===== src/rtl/sdp_burst_rd.sv =====
// Burst read initiator for the sdp RAM: turns {len, base} commands into sequential
// read addresses and streams the returned words out with eot on the last one.
//
// state    | meaning
// ---------+-----------------------------------------------------------
// ST_IDLE  | waiting for a command; len==0 commands are simply consumed
// ST_ISSUE | presenting addr_reg on rd_addr until len addresses have gone
// ST_DRAIN | all addresses issued; waiting for the eot word to leave dout
module sdp_burst_rd #(
  parameter int W_DATA = 16,
  parameter int W_ADDR = 16,
  parameter int W_LEN  = 16
) (
  input  logic                    clk,
  input  logic                    rst,
  input  logic                    i_cmd_valid,
  output logic                    o_cmd_ready,
  input  logic [W_LEN+W_ADDR-1:0] i_cmd_data,
  output logic                    o_rd_addr_valid,
  input  logic                    i_rd_addr_ready,
  output logic [W_ADDR-1:0]       o_rd_addr_data,
  input  logic                    i_rd_data_valid,
  output logic                    o_rd_data_ready,
  input  logic [W_DATA-1:0]       i_rd_data_data,
  output logic                    o_dout_valid,
  input  logic                    i_dout_ready,
  output logic [W_DATA:0]         o_dout_data
);

  typedef enum logic [1:0] {
    ST_IDLE  = 2'd0,
    ST_ISSUE = 2'd1,
    ST_DRAIN = 2'd2
  } state_t;

  localparam logic [W_LEN-1:0]  LEN_ONE  = 1;
  localparam logic [W_ADDR-1:0] ADDR_ONE = 1;

  state_t            r_state;
  state_t            w_state_nxt;
  logic [W_ADDR-1:0] r_addr;
  logic [W_LEN-1:0]  r_len;
  logic [W_LEN-1:0]  r_iss_cnt;
  logic [W_LEN-1:0]  r_ret_cnt;
  logic [W_DATA:0]   r_skid0;
  logic [W_DATA:0]   r_skid1;
  logic [1:0]        r_skid_cnt;

  logic [W_LEN-1:0]  w_cmd_len;
  logic [W_ADDR-1:0] w_cmd_base;
  logic [W_LEN-1:0]  w_len_m1;
  logic              w_cmd_hs;
  logic              w_addr_hs;
  logic              w_push;
  logic              w_pop;
  logic              w_last_iss;
  logic              w_pop_eot;
  logic [W_DATA:0]   w_push_word;

  assign w_cmd_len   = i_cmd_data[W_LEN+W_ADDR-1:W_ADDR];
  assign w_cmd_base  = i_cmd_data[W_ADDR-1:0];
  assign w_len_m1    = r_len - LEN_ONE;
  assign w_cmd_hs    = i_cmd_valid & o_cmd_ready;
  assign w_addr_hs   = o_rd_addr_valid & i_rd_addr_ready;
  assign w_push      = i_rd_data_valid & o_rd_data_ready;
  assign w_pop       = o_dout_valid & i_dout_ready;
  assign w_last_iss  = w_addr_hs & (r_iss_cnt == w_len_m1);
  assign w_pop_eot   = w_pop & o_dout_data[W_DATA];
  assign w_push_word = {(r_ret_cnt == w_len_m1), i_rd_data_data};

  always_ff @(posedge clk) begin
    if (rst) begin
      r_state <= ST_IDLE;
    end else begin
      r_state <= w_state_nxt;
    end
  end

  // Handshake outputs depend only on the registered state, never on ready.
  always_comb begin
    w_state_nxt     = r_state;
    o_cmd_ready     = 1'b0;
    o_rd_addr_valid = 1'b0;
    case (r_state)
      ST_IDLE: begin
        o_cmd_ready = 1'b1;
        if (w_cmd_hs && (w_cmd_len != '0)) begin
          w_state_nxt = ST_ISSUE;
        end
      end
      ST_ISSUE: begin
        o_rd_addr_valid = 1'b1;
        if (w_last_iss) begin
          w_state_nxt = ST_DRAIN;
        end
      end
      ST_DRAIN: begin
        if (w_pop_eot) begin
          w_state_nxt = ST_IDLE;
        end
      end
      default: begin
        w_state_nxt = ST_IDLE;
      end
    endcase
  end

  assign o_rd_addr_data = r_addr;

  always_ff @(posedge clk) begin
    if (rst) begin
      r_addr    <= '0;
      r_len     <= '0;
      r_iss_cnt <= '0;
      r_ret_cnt <= '0;
    end else begin
      if (w_cmd_hs) begin
        r_addr    <= w_cmd_base;
        r_len     <= w_cmd_len;
        r_iss_cnt <= '0;
        r_ret_cnt <= '0;
      end else begin
        if (w_addr_hs) begin
          r_addr    <= r_addr + ADDR_ONE;
          r_iss_cnt <= r_iss_cnt + LEN_ONE;
        end
        if (w_push) begin
          r_ret_cnt <= r_ret_cnt + LEN_ONE;
        end
      end
    end
  end

  // Two-entry skid: r_skid0 is always the head presented on dout.
  assign o_rd_data_ready = (r_skid_cnt != 2'd2);
  assign o_dout_valid    = (r_skid_cnt != 2'd0);
  assign o_dout_data     = r_skid0;

  always_ff @(posedge clk) begin
    if (rst) begin
      r_skid0    <= '0;
      r_skid1    <= '0;
      r_skid_cnt <= 2'd0;
    end else begin
      case ({w_push, w_pop})
        2'b10: begin
          if (r_skid_cnt == 2'd0) begin
            r_skid0 <= w_push_word;
          end else begin
            r_skid1 <= w_push_word;
          end
          r_skid_cnt <= r_skid_cnt + 2'd1;
        end
        2'b01: begin
          r_skid0    <= r_skid1;
          r_skid_cnt <= r_skid_cnt - 2'd1;
        end
        2'b11: begin
          if (r_skid_cnt == 2'd1) begin
            r_skid0 <= w_push_word;
          end else begin
            r_skid0 <= r_skid1;
            r_skid1 <= w_push_word;
          end
        end
        default: begin
        end
      endcase
    end
  end

endmodule


===== config.mk =====
export PLATFORM = sky130hd
export DESIGN_NAME = sdp_burst_rd
export DESIGN_NICKNAME = d
export VERILOG_FILES = /design/src/rtl/sdp_burst_rd.sv
export SDC_FILE = /design/constraint.sdc
export NUM_CORES = 1
export LEC_CHECK = 0
export BUFFER_PORTS_ARGS = -buffer_cell sky130_fd_sc_hd__buf_2
export CAP_MARGIN = 25
export CORE_MARGIN = 10
export CORE_UTILIZATION = 45
export CTS_BUF_LIST = sky130_fd_sc_hd__clkbuf_2 sky130_fd_sc_hd__clkbuf_4 sky130_fd_sc_hd__clkbuf_8
export CTS_CLUSTER_DIAMETER = 120
export DETAILED_ROUTE_END_ITERATION = 8
export MAX_ROUTING_LAYER = met4
export PLACE_DENSITY = 0.66
export SYNTH_ARGS = -nofsm -noshare
export SYNTH_HDL_FRONTEND = slang
export SYNTH_SLANG_ARGS = --single-unit

===== constraint.sdc =====
create_clock -name clk -period 3.25 [get_ports clk]
set_input_delay 0.325 -clock clk [delete_from_list [all_inputs] [get_ports clk]]
set_output_delay 0.325 -clock clk [all_outputs]
set_load 0.02 [all_outputs]

==> results.yml, run 1 <==
power_and_ir_drop:
  power-per-cell-area_nw_per_um2: 613
  worst_ir_drop_vdd_mv: 0.450
  static-leakage-power_nw: 2.44
yosys:
  synth_seq_cells: 102
  synth.yosys.seq_area_share_pct: 39.3
  synth_top_cells_by_area: "sky130_fd_sc_hd__dfxtp_1 39%, sky130_fd_sc_hd__xor2_1 8.4%, sky130_fd_sc_hd__nor2_1 6.7%"
  synth_top_area_share_pct: 39.3
  synth-edff-count: 0
  synth_most_common_cell: "sky130_fd_sc_hd__dfxtp_1"
  synthesis.area_um2: 5200
  synth_top_cell_by_area: "sky130_fd_sc_hd__dfxtp_1"
  gate_count_of_the_mapped_netlist: 619
  synthesis.nets: 683
  synth_top_flop_cell: "sky130_fd_sc_hd__dfxtp_1"
  synth_cell_types: 53
  yosys_warnings: 0
  synth_async_sr_flop_share_pct: 0
  synth_commonest_cells: "102 x sky130_fd_sc_hd__dfxtp_1, 93 x sky130_fd_sc_hd__nor2_1, 61 x sky130_fd_sc_hd__nand2_1"
  post_synth.cell_area_avg_um2: 8.39
critical_path:
  worstPathCellList: "inv_1, ha_1, or4b_4, or4_4, a311o_1, a32o_1, nor4_2, nand4b_1, a21oi_1"
  cp_endpoint_kind: "flip-flop"
  timing.critical_path.arrival_ps: 3330
  reg2reg_from: "r_len[0]$_SDFFE_PP0P_"
  critPathKind: "reg2reg"
  crit_slowest_cell: "sky130_fd_sc_hd__or4b_4"
  worst_path_largest_cell_delay_ps: 540
  crit_fanout: 7
  critical_path.top_delay_family: "simple AND/OR/NAND/NOR gates"
  crit_path_start_kind: "flip-flop"
  timing.critical_path.from: "r_len[0]$_SDFFE_PP0P_"
  r2r_slack_ps: 240
  critical_path_buf_inv_count: 1
  cp.required_ps: 3560
finish:
  num-nets-final: 754
  multiInputGateArea_um2: 2930
  fill_cells: 1091
  sequential_cell_area_um2: 2040
  final_util_pct: 52.2
  layout-area-overhead-vs-synth_pct: 14.3
  layout.cells.non_filler: 840
  layout-drive-gt1-share_pct: 17.3
global_route:
  grt_pass1_wl_mm: 22.2
  antenna_found_initial: 3
  globalRouteOverflowTotal: 0
  grt_max_degree: 71
  first_global_vias: 4493
  grtUsageTotal_pct: 17.0
clock_tree:
  clock_path_buffers: 2
  clk_latency_ps: 390
  tritoncts: "done"
  post_cts.repair.setup_buffers: 0
  post_cts_hold_buffer_count: 0
  ctsResizeCount: 0
  cts_buffer_count: 9
  clk_transition_reported_paths_ps: 100
  cts-root-buf: "sky130_fd_sc_hd__clkbuf_8"
  cts.sink_count: 102
  ctsHtreeMaxLevel: 3
timing:
  fmax_ghz: 0.332
  timing.final.crit_share_pct: 92.7
  grt_setup_unrepaired: "no"
  finalHoldViolations: 0
  slew_violations: 0
  final.min_clock_period_ps: 3010
  setup-tns-final_ps: 0
  worst_clock_skew_ps: 13.5
  report.final.setup_viol: 0
  slew-limit-headroom_pct: 50.4
  slew_of_the_pin_with_the_lowest_slew_margin_ps: 741
drt:
  final_antenna_net_count: 0
  route.detailed.vias_per_inst: 5.42
  remaining_drc_errors: 0
  route.detailed.wl_per_inst_um: 16.0
  routed_wl_mm: 13.5
  drt_pass1_iterations: 4
  detail_route.iter0.violations: 249
  detailroute.via_count: 4554
placed_design:
  dp_hpwl_mm: 9.96
  routabilityCongestion: 0.894
  io_buffer_count: 90
  dp.cells: 822
floorplanning:
  core_ar_um2: 11400
  top_level_ports: 91
  chipHeight_um: 127
  die-area_um2: 16200
  die_w_um: 127
  floorplan.rows: 39
  initial_core_util_pct: 45.7
min_path:
  worstHoldPathType: "in2reg"
  hold_path_startpoint: "i_rd_data_data[4]"
job:
  max_cap_viols: 0
run_status:
  status: "finished clean"
## path summary, 6_finish.rpt
| kind | endpoint | cells past startpoint |
|---|---|---|
| setup / recovery | o_dout_data[16]$_SDFFE_PP0P_ | 9 |
| hold / removal | r_skid1[4]$_SDFFE_PP0P_ | 3 |
| setup reg to reg | o_dout_data[16]$_SDFFE_PP0P_ | 9 |
| hold reg to reg | r_len[1]$_SDFFE_PP0P_ | 2 |
## per-layer routing
| layer | global-route usage (%) | share of wire (%) |
|---|---|---|
| met1 | 21.0 | 46 |
| met2 | 26.8 | 48 |
| met3 | 5.09 | 5.3 |
| met4 | 3.42 | 0.80 |
| met5 | - | 0 |
## worst min-delay path: stages
cell	delay (ps)
sky130_fd_sc_hd__buf_2	80
sky130_fd_sc_hd__mux2i_1	60
sky130_fd_sc_hd__nor2_1	70
## sequential cells by signal, summed over array words and instances, names as in the netlist
name / cells
o_dout_data: 17
o_rd_addr_data: 16
r_iss_cnt: 16
r_len: 16
r_ret_cnt: 16
r_skid1: 17
r_skid_cnt: 2
r_state: 2
## where the power goes
| part | internal (mW) | switching [mW] | total, mW |
|---|---|---|---|
| sequential | 1.42 | 0.119 | 1.54 |
| combinational | 0.489 | 0.767 | 1.26 |
| clock | 0.387 | 0.456 | 0.843 |
| total | 2.30 | 1.34 | 3.64 |
## kinds of logic (layout without fill, tap and decap cells)
kind of cell / after synthesis / count (layout) / synth area share, %
multiplexers: 21 / 21 / 4.05
AND/OR/NAND/NOR: 261 / 261 / 24.0
flip-flops: 102 / 102 / 39.3
XOR/XNOR: 84 / 84 / 14.4
adder cells (fa/ha/maj): 10 / 10 / 2.41
buffers and inverters: 56 / 131 / 4.48
AO/OA/AOI/OAI: 85 / 85 / 11.3
other: 0 / 3 / 0
## final cells by class
class / count / area share [%]
timing repair buffer: 99 / 8.78
antenna: 3 / 0.126
multi-input combinational: 461 / 49.3
clock buffer: 11 / 2.44
inverter: 17 / 1.07
sequential: 102 / 34.4
tap: 143 / 3.01
clock inverter: 4 / 0.927
## placed cells by master (no fill, tap or decap), types with 19 or more instances in the layout
master,synthesis,routed
sky130_fd_sc_hd__nor2_1,93,93
sky130_fd_sc_hd__xnor2_1,33,33
sky130_fd_sc_hd__a21oi_1,25,25
sky130_fd_sc_hd__nand2_1,61,61
sky130_fd_sc_hd__nor3_1,22,22
sky130_fd_sc_hd__xor2_1,50,50
sky130_fd_sc_hd__buf_2,6,90
sky130_fd_sc_hd__a211oi_1,19,19
sky130_fd_sc_hd__dfxtp_1,102,102
sky130_fd_sc_hd__mux2i_1,21,21
## through the flow
stage	power [mW]	cell area (µm²)	setup slack (ps)	hold WS, ps
2_1_floorplan	2.46	5200	331	447
3_3_place_gp	2.79	5720	306	459
3_5_place_dp	2.83	5730	196	486
4_1_cts	3.67	5930	162	164
5_1_grt	3.87	5940	67.5	177
6_report	3.64	5940	238	176
Power figures use the tool's default switching activity.
==> inputs of run 2 (changes only) <==
- GPL_TIMING_DRIVEN: default -> 0
==> run 2 against run 1 <==
  * Flip-flop and latch count unchanged
  * Design area increased by 2.3%
  * Total power rose by 2.8%
  * Setup slack lost 33 ps
  * Die area unchanged
  * First-iteration DRC count down 18%
  * Global-route usage is 0.50 points higher
  * Core utilization up 1.2 points
  * Maximum frequency down 1.1%
==> results.yml, run 2 (synthesis results as in run 1) <==
timing:
  final.min_clock_period_ps: 3040
  timing.final.ws_setup_ps: 205
  slew-limit-headroom_pct: 50.6
  slew_violations: 0
  fmax_ghz: 0.328
  slew_of_the_pin_with_the_lowest_slew_margin_ps: 740
  report.final.setup_viol: 0
  worst_clock_skew_ps: 12.3
  finalHoldViolations: 0
  timing.final.crit_share_pct: 93.7
  grt_setup_unrepaired: "no"
drt:
  detailroute.via_count: 4656
  route.detailed.wl_per_inst_um: 15.8
  drt_pass1_iterations: 4
  remaining_drc_errors: 0
  routed_wl_mm: 13.8
  detail_route.iter0.violations: 204
  route.detailed.vias_per_inst: 5.36
  final_antenna_net_count: 0
power_and_ir_drop:
  static-leakage-power_nw: 2.49
  power_mw: 3.74
  worst_ir_drop_vdd_mv: 0.482
  power-per-cell-area_nw_per_um2: 616
critical_path:
  crit_path_start_kind: "flip-flop"
  worst_path_largest_cell_delay_ps: 470
  critical_path_buf_inv_count: 3
  crit_slowest_cell: "sky130_fd_sc_hd__or4b_4"
  cp_endpoint_kind: "flip-flop"
  worstPathCellList: "inv_1, ha_2, or4b_4, buf_6, or4_1, buf_2, a311o_1, a32o_1, nor4_4, nand4b_1, a21oi_1"
  critPathKind: "reg2reg"
  cp.required_ps: 3570
  critical_path.top_delay_family: "simple AND/OR/NAND/NOR gates"
  timing.critical_path.arrival_ps: 3360
  crit_fanout: 7
clock_tree:
  clock_path_buffers: 2
  clk_latency_ps: 390
  cts_buffer_count: 9
  cts.sink_count: 102
  post_cts.repair.setup_buffers: 0
  tritoncts: "done"
  cts-root-buf: "sky130_fd_sc_hd__clkbuf_8"
  clk_transition_reported_paths_ps: 100
  post_cts_hold_buffer_count: 0
  ctsHtreeMaxLevel: 3
finish:
  leading_cell_types_in_the_layout_fill_and_taps_excluded: "101 x sky130_fd_sc_hd__dfxtp_1, 95 x sky130_fd_sc_hd__buf_2, 93 x sky130_fd_sc_hd__nor2_1"
  layout-drive-gt1-share_pct: 16.9
  num-nets-final: 783
  final_util_pct: 53.4
  layout-area-overhead-vs-synth_pct: 16.9
  layout_commonest_cell: "sky130_fd_sc_hd__dfxtp_1"
floorplanning:
  core_ar_um2: 11400
  floorplan.rows: 39
  die-area_um2: 16200
  top_level_ports: 91
  chipHeight_um: 127
  initial_core_util_pct: 45.7
  die_w_um: 127
placed_design:
  routabilityCongestion: 0.893
  pre_cts_slack_ps: -51.4
  dp_hpwl_mm: 10.6
  io_buffer_count: 89
global_route:
  globalRouteOverflowTotal: 0
  grtUsageTotal_pct: 17.5
  grt_max_degree: 18
  antenna_found_initial: 1
  grt_pass1_wl_mm: 22.7
  first_global_vias: 4791
job:
  max_cap_viols: 0
run_status:
  status: "finished clean"
min_path:
  worstHoldPathType: "in2reg"
==> run 2: cell count changes in the layout (fill, tap and decap cells not counted), sizes merged <==
| cell | change |
|---|---|
| bufinv | +1 |
| clkbuf | +29 |
| diode | -2 |
| clkinv | +2 |
| buf | -1 |
| clkinvlp | -1 |
==> run 2: layout make-up <==
class	instances	area, µm²
plain buffers	39	169
clock buffers	10	138
repair buffers	89	445
well taps	143	179
diodes	1	2.50
flip-flops and latches	102	2040
fillers	1078	5290
inverters	17	63.8
multi-input cells	461	2940
clock inverters	6	91.3
==> run 2: what timing repair did <==
action	4_1_cts	5_1_grt
gates resized for setup	4	3
pin swaps	0	1
setup endpoints to repair	3	11
==> run 2: layer usage <==
layer | share of wire (%) | vias up | track usage [%]
met5 | 0 | - | -
met4 | 2.3 | 0 | 6.83
met3 | 4.3 | 22 | 3.76
met2 | 48 | 98 | 28.6
met1 | 45 | 2186 | 20.4
li1 | - | 2350 | -
==> run 2: power by group <==
| group | total (mW) | switching, mW | internal, mW | leakage [nW] |
|---|---|---|---|---|
| clock network | 0.926 | 0.466 | 0.460 | 0.117 |
| registers | 1.53 | 0.107 | 1.42 | 0.836 |
| logic | 1.29 | 0.793 | 0.495 | 1.53 |
==> run 2: path summary, 6_finish.rpt <==
check	startpoint	to	slack, ps	cells past startpoint
worst max-delay path	r_len[0]$_SDFFE_PP0P_	o_dout_data[16]$_SDFFE_PP0P_	210	11
worst min-delay path	i_cmd_data[19]	r_len[3]$_SDFFE_PP0P_	180	3
worst max register to register	r_len[0]$_SDFFE_PP0P_	o_dout_data[16]$_SDFFE_PP0P_	210	11
worst min register to register	r_skid1[16]$_SDFFE_PP0P_	r_skid1[16]$_SDFFE_PP0P_	480	2
==> run 2: stage by stage <==
stage / std cells / TNS (ps) / hold slack [ps] / instance area, µm²
4_1_cts: 867 / 0 / 161 / 6060
3_5_place_dp: 851 / -107 / 469 / 5820
3_3_place_gp: 851 / -31.3 / 467 / 5820
6_report: 868 / 0 / 179 / 6080
2_1_floorplan: 619 / 0 / 447 / 5200
5_1_grt: 868 / 0 / 178 / 6080
==> run 2: tightest hold or removal path, cell delays in order <==
cell                      delay (ps)
sky130_fd_sc_hd__buf_2           100
sky130_fd_sc_hd__nand2_1          50
sky130_fd_sc_hd__a21oi_1          50
==> inputs of run 3 (changes only) <==
- ABC_CLOCK_PERIOD_IN_PS: default -> 2600
- PLACE_DENSITY: 0.66 -> 0.69
- clock period: 3.25 -> 2.6 ns (I/O delays scaled with it)
==> run 3 against run 2 <==
  * Non-clock buffer count is 2 higher
  * Largest cell class unchanged
  * Maximum frequency is 16% higher
  * Largest power group unchanged
  * Worst hold slack worse by 62 ps
  * Die area stayed put
  * Register-to-register slack worse by 220 ps
  * Via count is 2.3% higher
  * The flow now finishes with violations (setup timing)
  * Critical endpoint unchanged
  * First-iteration DRC count is 26% higher
==> results.yml, run 3 (synthesis results as in run 1) <==
run_status:
  status: "complete, but fails checks"
  failed_checks: "setup timing"
global_route:
  first_global_vias: 4692
  globalRouteOverflowTotal: 0
  grtUsageTotal_pct: 17.2
  antenna_found_initial: 1
  grt_pass1_wl_mm: 22.8
  grt_max_degree: 19
finish:
  num-nets-final: 785
  layout-area-overhead-vs-synth_pct: 19.8
  leading_cell_types_in_the_layout_fill_and_taps_excluded: "100 x sky130_fd_sc_hd__dfxtp_1, 93 x sky130_fd_sc_hd__buf_2, 91 x sky130_fd_sc_hd__nor2_1"
  fill_cells: 1052
  layout.cells.non_filler: 870
  layout-drive-gt1-share_pct: 20.9
  layout_commonest_cell: "sky130_fd_sc_hd__dfxtp_1"
critical_path:
  timing.critical_path.from: "r_len[0]$_SDFFE_PP0P_"
  crit_path_start_kind: "flip-flop"
  timing.critical_path.arrival_ps: 2930
  cp_endpoint_kind: "flip-flop"
  crit_end: "o_dout_data[16]$_SDFFE_PP0P_"
  worstPathCellList: "inv_4, ha_4, or4b_4, or4_4, a311o_1, a32o_2, nor4_4, nand4b_1, a21oi_1"
  crit_fanout: 6
  regToRegEndpoint: "o_dout_data[16]$_SDFFE_PP0P_"
  cp.required_ps: 2920
  cp_num_cells: 9
  worst_path_largest_cell_delay_ps: 500
  r2r_slack_ps: -10
  crit_slowest_cell: "sky130_fd_sc_hd__or4b_4"
  reg2reg_from: "r_len[0]$_SDFFE_PP0P_"
  critPathKind: "reg2reg"
  r2r_cells: 9
  critical_path.top_delay_family: "simple AND/OR/NAND/NOR gates"
  critical_path_buf_inv_count: 1
timing:
  slew_of_the_pin_with_the_lowest_slew_margin_ps: 540
  slew_violations: 0
  fmax_ghz: 0.383
  final.min_clock_period_ps: 2610
  grt_setup_unrepaired: "yes"
  setup-tns-final_ps: -27.8
  timing.final.crit_share_pct: 101
  timing.final.ws_setup_ps: -13.7
  finalHoldViolations: 0
  report.final.setup_viol: 3
  worst_clock_skew_ps: 9.96
  worst_hold_slack_ps: 117
  slew-limit-headroom_pct: 64.0
placed_design:
  routabilityCongestion: 0.905
  io_buffer_count: 89
  dp.cells: 851
  pre_cts_slack_ps: -551
  dp_hpwl_mm: 10.6
clock_tree:
  post_cts_hold_buffer_count: 0
  clk_latency_ps: 380
  ctsHtreeMaxLevel: 3
  cts-root-buf: "sky130_fd_sc_hd__clkbuf_8"
  cts_buffer_count: 9
  clock_path_buffers: 2
  clk_transition_reported_paths_ps: 110
  tritoncts: "done"
  cts.sink_count: 102
min_path:
  worst_hold_path.num_cells: 3
  hold_path_startpoint: "i_cmd_data[22]"
  worstHoldPathType: "in2reg"
drt:
  top_layer_used: "met4"
  dr_wl_met3_um: 647
  detailroute.via_count: 4761
  route.detailed.vias_per_inst: 5.47
  drt-met1-wl_mm: 6.45
  routed_wl_mm: 14.1
  drt_pass1_iterations: 5
  remaining_drc_errors: 0
  final_antenna_net_count: 0
  route.detailed.wl_per_inst_um: 16.2
  met2WireLength_mm: 6.74
  detail_route.iter0.violations: 258
power_and_ir_drop:
  power-per-cell-area_nw_per_um2: 748
  static-leakage-power_nw: 2.52
  worst_ir_drop_vdd_mv: 0.652
  power_mw: 4.66
floorplanning:
  top_level_ports: 91
  initial_core_util_pct: 45.7
  die-area_um2: 16200
  chipHeight_um: 127
  die_w_um: 127
  core_ar_um2: 11400
  floorplan.rows: 39
job:
  max_cap_viols: 0
-- run 3: cell count changes in the layout (fill, tap and decap cells not counted), sizes merged --
cell | before | now
bufinv | 2 | 1
clkinv | 3 | 4
clkbuf | 40 | 38
clkinvlp | 0 | 1
buf | 98 | 101
-- run 3: worst min-delay path by stage --
stage / to / slack (ps)
after floorplan: r_len[0]$_SDFFE_PP0P_ / 390
after global placement: r_skid1[16]$_SDFFE_PP0P_ / 470
after detailed placement: r_skid1[16]$_SDFFE_PP0P_ / 480
after CTS: r_len[1]$_SDFFE_PP0P_ / 110
after global routing: r_len[6]$_SDFFE_PP0P_ / 120
final: r_len[6]$_SDFFE_PP0P_ / 120
-- run 3: stage by stage --
step           area [µm²]  util [%]
6_report             6230      54.8
5_1_grt              6230      54.8
4_1_cts              6150      54.1
3_5_place_dp         5850      51.4
3_3_place_gp         5850      51.4
2_1_floorplan        5220         -
-- run 3: cell type report --
type | count | area (µm²) | share of cell area [%]
Antenna cell | 1 | 2.50 | 0.0402
Tap cell | 143 | 179 | 2.87
Sequential cell | 102 | 2050 | 32.9
Timing Repair Buffer | 95 | 490 | 7.88
Clock inverter | 7 | 80.1 | 1.29
Buffer | 35 | 151 | 2.43
Multi-Input combinational cell | 461 | 3090 | 49.5
Inverter | 17 | 67.6 | 1.08
Clock buffer | 9 | 124 | 1.99
-- run 3: worst reg2reg max path, delay by kind of cell (launching register included) --
kind / cells / cell delay, ps
flops: 1 / 370
compound gates: 3 / 710
simple gates: 4 / 1300
fa+ha+maj: 1 / 120
buf+inv: 1 / 60
-- run 3: power breakdown --
group	leakage (nW)	internal [mW]	switching, mW	total (mW)
clock	0.102	0.457	0.599	1.06
sequential	0.836	1.77	0.137	1.91
combinational	1.59	0.659	1.03	1.69
total	2.52	2.89	1.76	4.66
-- run 3: routing by layer --
layer  global-route usage [%]  vias up
met2                     27.5      115
li1                         -     2348
met4                     5.89        0
met3                     3.31       19
met5                        -        -
met1                     21.3     2279
-- run 3: timing repair --
| item | in CTS | in global routing |
|---|---|---|
| setup buffers | 5 | 1 |
| pin swaps | 3 | 4 |
| endpoints found under the setup margin | 29 | 23 |
| gates resized for setup | 17 | 20 |
